### src/rtl/nic_packetizer_if.sv
// Request, payload and flit-channel bundle between a source and nic_packetizer.
// credit_in rides with the flit channel because it returns that channel's FIFO slots.
interface nic_packetizer_if #(
   parameter int DATA_W = 32
);
   logic [3:0]        src_addr;
   logic              req_valid;
   logic              req_ready;
   logic [3:0]        req_dst;
   logic [7:0]        req_len;
   logic              dat_valid;
   logic              dat_ready;
   logic [DATA_W-4:0] dat_in;
   logic              flit_valid;
   logic [DATA_W-1:0] flit_out;
   logic              credit_in;
   logic              busy;

   modport master (
      output src_addr, req_valid, req_dst, req_len,
      output dat_valid, dat_in, credit_in,
      input  req_ready, dat_ready, flit_valid, flit_out, busy
   );

   modport slave (
      input  src_addr, req_valid, req_dst, req_len,
      input  dat_valid, dat_in, credit_in,
      output req_ready, dat_ready, flit_valid, flit_out, busy
   );
endinterface

### src/rtl/nic_packetizer.sv
// nic_packetizer: request + payload stream -> HEADER/PAYLOAD/TAIL flits, credit flow control.
// Define SEQ_NUM_EN to stamp an 8-bit packet sequence number into header bits [23:16].
`ifndef HEADER
`define HEADER 3'b001
`endif
`ifndef PAYLOAD
`define PAYLOAD 3'b010
`endif
`ifndef TAIL
`define TAIL 3'b100
`endif

module nic_packetizer #(
   parameter int DATA_W     = 32,
   parameter int FIFO_DEPTH = 4,
   parameter int CRD_W      = 3
) (
   input logic             clk,
   input logic             rst,
   nic_packetizer_if.slave bus
);
   localparam int BW = DATA_W - 3;
   localparam logic [CRD_W-1:0] CRD_MAX = CRD_W'(FIFO_DEPTH);
   localparam logic [CRD_W-1:0] CRD_ONE = CRD_W'(1);

   typedef enum logic [2:0] {
      IDLE, HEAD, BODY, TAIL, ZTAIL
   } state_t;

   state_t            state_q, state_d;
   logic [3:0]        dst_q, dst_d;
   logic [3:0]        src_q, src_d;
   logic [7:0]        len_q, len_d;
   logic [7:0]        rem_q, rem_d;
   logic [CRD_W-1:0]  credits_q, credits_d;
   logic              flit_valid_q, flit_valid_d;
   logic [DATA_W-1:0] flit_out_q, flit_out_d;
   logic [7:0]        seq_num;
   logic [BW-1:0]     hdr_body;
   logic              has_crd;
   logic              emit;

   assign has_crd        = (credits_q != '0);
   assign bus.req_ready  = (state_q == IDLE);
   assign bus.busy       = (state_q != IDLE);
   assign bus.flit_valid = flit_valid_q;
   assign bus.flit_out   = flit_out_q;

   always_comb begin
      hdr_body        = '0;
      hdr_body[3:0]   = dst_q;
      hdr_body[7:4]   = src_q;
      hdr_body[15:8]  = len_q;
      hdr_body[23:16] = seq_num;
   end

   always_comb begin
      state_d       = state_q;
      dst_d         = dst_q;
      src_d         = src_q;
      len_d         = len_q;
      rem_d         = rem_q;
      flit_out_d    = flit_out_q;
      emit          = 1'b0;
      bus.dat_ready = 1'b0;
      unique case (state_q)
         IDLE: begin
            if (bus.req_valid) begin
               dst_d   = bus.req_dst;
               src_d   = bus.src_addr;
               len_d   = bus.req_len;
               rem_d   = bus.req_len;
               state_d = HEAD;
            end
         end
         HEAD: begin
            if (has_crd) begin
               emit       = 1'b1;
               flit_out_d = {`HEADER, hdr_body};
               if (len_q >= 8'd2)      state_d = BODY;
               else if (len_q == 8'd1) state_d = TAIL;
               else                    state_d = ZTAIL;
            end
         end
         BODY: begin
            if (has_crd && bus.dat_valid) begin
               bus.dat_ready = 1'b1;
               emit          = 1'b1;
               flit_out_d    = {`PAYLOAD, bus.dat_in};
               rem_d         = rem_q - 8'd1;
               if (rem_q == 8'd2) state_d = TAIL;
            end
         end
         TAIL: begin
            if (has_crd && bus.dat_valid) begin
               bus.dat_ready = 1'b1;
               emit          = 1'b1;
               flit_out_d    = {`TAIL, bus.dat_in};
               rem_d         = rem_q - 8'd1;
               state_d       = IDLE;
            end
         end
         ZTAIL: begin
            if (has_crd) begin
               emit       = 1'b1;
               flit_out_d = {`TAIL, {BW{1'b0}}};
               state_d    = IDLE;
            end
         end
         default: state_d = IDLE;
      endcase
      flit_valid_d = emit;
   end

   // A returned credit cancels an emit in the same cycle; overflow saturates.
   always_comb begin
      credits_d = credits_q;
      if (emit && !bus.credit_in)
         credits_d = credits_q - CRD_ONE;
      else if (!emit && bus.credit_in && credits_q != CRD_MAX)
         credits_d = credits_q + CRD_ONE;
   end

   always_ff @(posedge clk) begin
      if (rst) begin
         state_q      <= IDLE;
         dst_q        <= '0;
         src_q        <= '0;
         len_q        <= '0;
         rem_q        <= '0;
         credits_q    <= CRD_MAX;
         flit_valid_q <= 1'b0;
         flit_out_q   <= '0;
      end else begin
         state_q      <= state_d;
         dst_q        <= dst_d;
         src_q        <= src_d;
         len_q        <= len_d;
         rem_q        <= rem_d;
         credits_q    <= credits_d;
         flit_valid_q <= flit_valid_d;
         flit_out_q   <= flit_out_d;
      end
   end

`ifdef SEQ_NUM_EN
   logic [7:0] seq_q, seq_d;

   always_comb begin
      seq_d = seq_q;
      if (emit && flit_out_d[DATA_W-1 -: 3] == `TAIL)
         seq_d = seq_q + 8'd1;
   end

   always_ff @(posedge clk) begin
      if (rst) seq_q <= '0;
      else     seq_q <= seq_d;
   end

   assign seq_num = seq_q;
`else
   assign seq_num = 8'd0;
`endif

   a_credit_overflow: assert property (
      @(posedge clk) disable iff (rst)
      !(bus.credit_in && credits_q == CRD_MAX)
   );

endmodule
### src/flat_wrapper.sv
// flat-port wrapper written by rule: the top's interface ports become plain ports
module nic_packetizer_flat 
#(
   parameter int DATA_W     = 32,
   parameter int FIFO_DEPTH = 4,
   parameter int CRD_W      = 3
)
  (clk, rst, bus_src_addr, bus_req_valid, bus_req_dst, bus_req_len, bus_dat_valid, bus_dat_in, bus_credit_in, bus_req_ready, bus_dat_ready, bus_flit_valid, bus_flit_out, bus_busy);
  nic_packetizer_if #(.DATA_W(DATA_W)) bus_i ();
  input logic clk;
  input logic rst;
  input wire logic [$bits(bus_i.src_addr)-1:0] bus_src_addr;
  input wire logic [$bits(bus_i.req_valid)-1:0] bus_req_valid;
  input wire logic [$bits(bus_i.req_dst)-1:0] bus_req_dst;
  input wire logic [$bits(bus_i.req_len)-1:0] bus_req_len;
  input wire logic [$bits(bus_i.dat_valid)-1:0] bus_dat_valid;
  input wire logic [$bits(bus_i.dat_in)-1:0] bus_dat_in;
  input wire logic [$bits(bus_i.credit_in)-1:0] bus_credit_in;
  output wire logic [$bits(bus_i.req_ready)-1:0] bus_req_ready;
  output wire logic [$bits(bus_i.dat_ready)-1:0] bus_dat_ready;
  output wire logic [$bits(bus_i.flit_valid)-1:0] bus_flit_valid;
  output wire logic [$bits(bus_i.flit_out)-1:0] bus_flit_out;
  output wire logic [$bits(bus_i.busy)-1:0] bus_busy;
  assign bus_i.src_addr = bus_src_addr;
  assign bus_i.req_valid = bus_req_valid;
  assign bus_i.req_dst = bus_req_dst;
  assign bus_i.req_len = bus_req_len;
  assign bus_i.dat_valid = bus_dat_valid;
  assign bus_i.dat_in = bus_dat_in;
  assign bus_i.credit_in = bus_credit_in;
  assign bus_req_ready = bus_i.req_ready;
  assign bus_dat_ready = bus_i.dat_ready;
  assign bus_flit_valid = bus_i.flit_valid;
  assign bus_flit_out = bus_i.flit_out;
  assign bus_busy = bus_i.busy;
  nic_packetizer #(.DATA_W(DATA_W), .FIFO_DEPTH(FIFO_DEPTH), .CRD_W(CRD_W)) u_core (.clk(clk), .rst(rst), .bus(bus_i));
endmodule
### config.mk
export PLATFORM = sky130hd
export DESIGN_NAME = nic_packetizer_flat
export DESIGN_NICKNAME = d
export VERILOG_FILES = /design/src/rtl/nic_packetizer_if.sv /design/src/rtl/nic_packetizer.sv /design/src/flat_wrapper.sv
export SDC_FILE = /design/constraint.sdc
export NUM_CORES = 1
export LEC_CHECK = 0
export CORE_MARGIN = 5
export CORE_UTILIZATION = 35
export DETAILED_ROUTE_END_ITERATION = 16
export HOLD_SLACK_MARGIN = 0.05
export PLACE_DENSITY = 0.59
export SLEW_MARGIN = 20
export SYNTH_ARGS = -nofsm -noshare
export SYNTH_HDL_FRONTEND = slang
export SYNTH_SLANG_ARGS = --single-unit
export TNS_END_PERCENT = 30
### constraint.sdc
create_clock -name clk -period 3.2 [get_ports clk]
set_clock_uncertainty 0.05 [all_clocks]
set_input_delay 0.32 -clock clk [delete_from_list [all_inputs] [get_ports clk]]
set_output_delay 0.32 -clock clk [all_outputs]
set_load 0.02 [all_outputs]
==> impl_metrics.toml <==
[status]
status = "finished, final reports clean"

[floorplan]
die_area_sq_um = 10030
coreArea_sq_um = 7807
num_io_pins = 86
die_h_um = 100.1
rows = 32
die_w_um = 100.1
initial_core_util_pct = 36.43

[clock_tree]
cts-buffers-inserted = 9
cts_hold_buf = 0
postCtsResizedCells = 0
htree_levels = 3
cts_max_path_buffers = 2
post_cts_buffers = 0
cts_tree = "built"
clk_latency_ps = 330
clock_sinks = 63
clk_transition_reported_paths_ps = 70
cts_root_buf = "clkbuf_8"

[sta]
slew_violations = 0
relSlewSlack_pct = 43.83
setup_viol = 0
tns_ps = 0
whs_ps = 408.4
period_share_pct = 85.37
fmax_mhz = 366.1
worst_pin_slew_ps = 841.6
fin_crit_ps = 2732
rsz0062_at_grt = "no"
setup_ws_ps = 468.2
hold_viol = 0

[synthesis]
yosysWarningCount = 0
syn_nets = 389
syn_inst = 336
async_flop_share_pct = 0
ys_ff_latch = 63
synth_edf_count = 0
ys_seq_area_share_pct = 44.35
synth_ff_type = "dfxtp_1"
synth.avg_cell_area_sq_um = 8.464
synth_cell_types = 57
netlist_area_sq_um = 2844

[worst_setup_path]
max_stage_delay_ps = 680
worstRegToRegCells = 8
required_ps = 2830
rr_startpoint = "u_core.state_q[2]"
startpoint_type = "flop"
cp.depth = 3
critPathBufInv = 1
ff2ff_setup_slack_ps = 530
r2r-end = "u_core.credits_q[2]"
crit_chain = "nand2b_1 -> nor2_2 -> clkdlybuf4s50_1"
worst-setup-path-type = "flop to output pin"
cp_top_family = "simple AND/OR/NAND/NOR gates"
arrival_ps = 2360
crit_slowest_cell = "clkdlybuf4s50_1"
critPathCaptureType = "output pin"
worstPathMaxFanout = 16

[layout]
final_area_sq_um = 3940
fin_util_pct = 50.46
drive_gt1_share_pct = 8.633
nets = 465
diodes = 0
area_growth_pct = 38.54
stdcell_count = 519

[route]
wl_per_cell_um = 15.73
drt_iter0_drc = 179
route.detailed.drc = 0
vias = 2727
viasPerCell = 5.254
drtPass1Iterations = 6
antenna_left = 0
finalWirelength_um = 8164

[worst_hold_path]
hold_path.startpoint = "u_core.src_q[1]"
hold_class = "flop to flop"
hold_end = "u_core.src_q[1]"
min_path_cells = 2

[global_route]
grt_pass1_vias = 2575
grt_use_total_pct = 16.32
antenna_found_initial = 0
grt_max_degree = 35
grt_first_pass_wirelength_um = 13100
overflow = 0

[power]
p_per_area_nw_per_um2 = 821.4
total_power_mw = 3.236
ir_drop_uv = 324.4
leakagePower_nw = 1.396

[place]
dpl-instance-area_sq_um = 3727
gp_congestion = 0.8368
place_hpwl_um = 5741
place_ws_ps = 354.2
port_buffers = 85
place_inst = 503

[flow_run]
cap_violations = 0
==> worst register-to-register path, stage by stage (launching register included) <==
cell and delay (ps):
dfxtp_1 660, xnor2_1 140, o21ai_2 210, nand2_2 80, or2_2 280, fa_1 420
nor3b_1 220, a21oi_1 90, a2111o_1 410
==> cell families after synthesis <==
kind of cell    count (synthesis)  share of synthesized area [%]
simple gates                  134                          22.70
compound gates                100                          24.72
flops                          63                          44.35
buf+inv                        34                          6.027
fa+ha+maj                       3                          1.584
xor+xnor                        2                         0.6160
==> Yosys cell counts, types with 2 or more instances <==
| master | count | share of area [%] |
|---|---|---|
| buf_2 | 10 | 1.8 |
| buf_4 | 2 | 0.53 |
| o21ai_1 | 3 | 0.53 |
| and4b_1 | 2 | 0.70 |
| o211ai_1 | 2 | 0.53 |
| nand2b_1 | 2 | 0.44 |
| or3_1 | 2 | 0.44 |
| dfxtp_1 | 63 | 44 |
| a222oi_1 | 16 | 5.6 |
| nor2_1 | 49 | 6.5 |
| a2111o_1 | 3 | 1.2 |
| nor3b_1 | 2 | 0.53 |
| o31ai_1 | 2 | 0.53 |
| ha_1 | 2 | 0.88 |
| nor3_1 | 3 | 0.53 |
| o21ai_0 | 13 | 2.3 |
| inv_1 | 7 | 0.92 |
| buf_6 | 3 | 1.2 |
| nand3_1 | 4 | 0.70 |
| nand2_1 | 49 | 6.5 |
| nor4_1 | 2 | 0.44 |
| a21oi_1 | 38 | 6.7 |
| a31oi_1 | 2 | 0.44 |
| clkbuf_1 | 10 | 1.3 |
| a22oi_1 | 13 | 3.4 |
==> worst max-delay path by stage <==
stage,from,end,slack [ps]
finish,u_core.state_q[1],bus_dat_ready,470
global route,u_core.state_q[2],u_core.credits_q[2],310
CTS,u_core.state_q[1],bus_dat_ready,450
detailed placement,bus_dat_valid,u_core.credits_q[2],350
global placement,bus_dat_valid,u_core.credits_q[2],420
floorplan,u_core.state_q[0],u_core.credits_q[2],700
==> sequential cells by signal (all words and copies together) (netlist names) <==
signal	cells
u_core.dst_q	4
u_core.rem_q	8
u_core.state_q	3
u_core.bus.flit_valid	1
u_core.len_q	8
u_core.src_q	4
u_core.credits_q	3
u_core.bus.flit_out	32
==> per-layer routing <==
layer | part of all wire (%) | global-route usage (%)
met1 | 46 | 22.07
met2 | 47 | 25.84
met4 | 1.7 | 6.218
met5 | 0 | 0
met3 | 5.0 | 2.988
==> final cells by class <==
type                    instances  area, sq um
clock buffers                  10        127.6
inverters                       7        26.28
repair buffers                 92        898.4
flip-flops and latches         63         1261
clock inverters                 6        85.08
fillers                       770         3867
well taps                     102        127.6
multi-input cells             239         1414
==> power by group <==
group	internal (mW)	leakage, nW	switching, mW	total, mW
Clock	0.436	0.102	0.315	0.750
Combinational	0.588	0.780	0.790	1.38
Sequential	0.945	0.513	0.163	1.11
==> placed cells by master, fill, tap and decap left out, drive strengths merged, types with 3 or more instances in the layout <==
master,instances
nand2,50
a21oi,38
a222oi,16
o31ai,3
nor3,4
o21ai,18
inv,7
nand3,4
nor2,50
buf,8
clkbuf,10
a2111o,3
dfxtp,63
clkdlybuf4s50,84
a22oi,13
No activity file was read; power rests on OpenSTA's default activity.
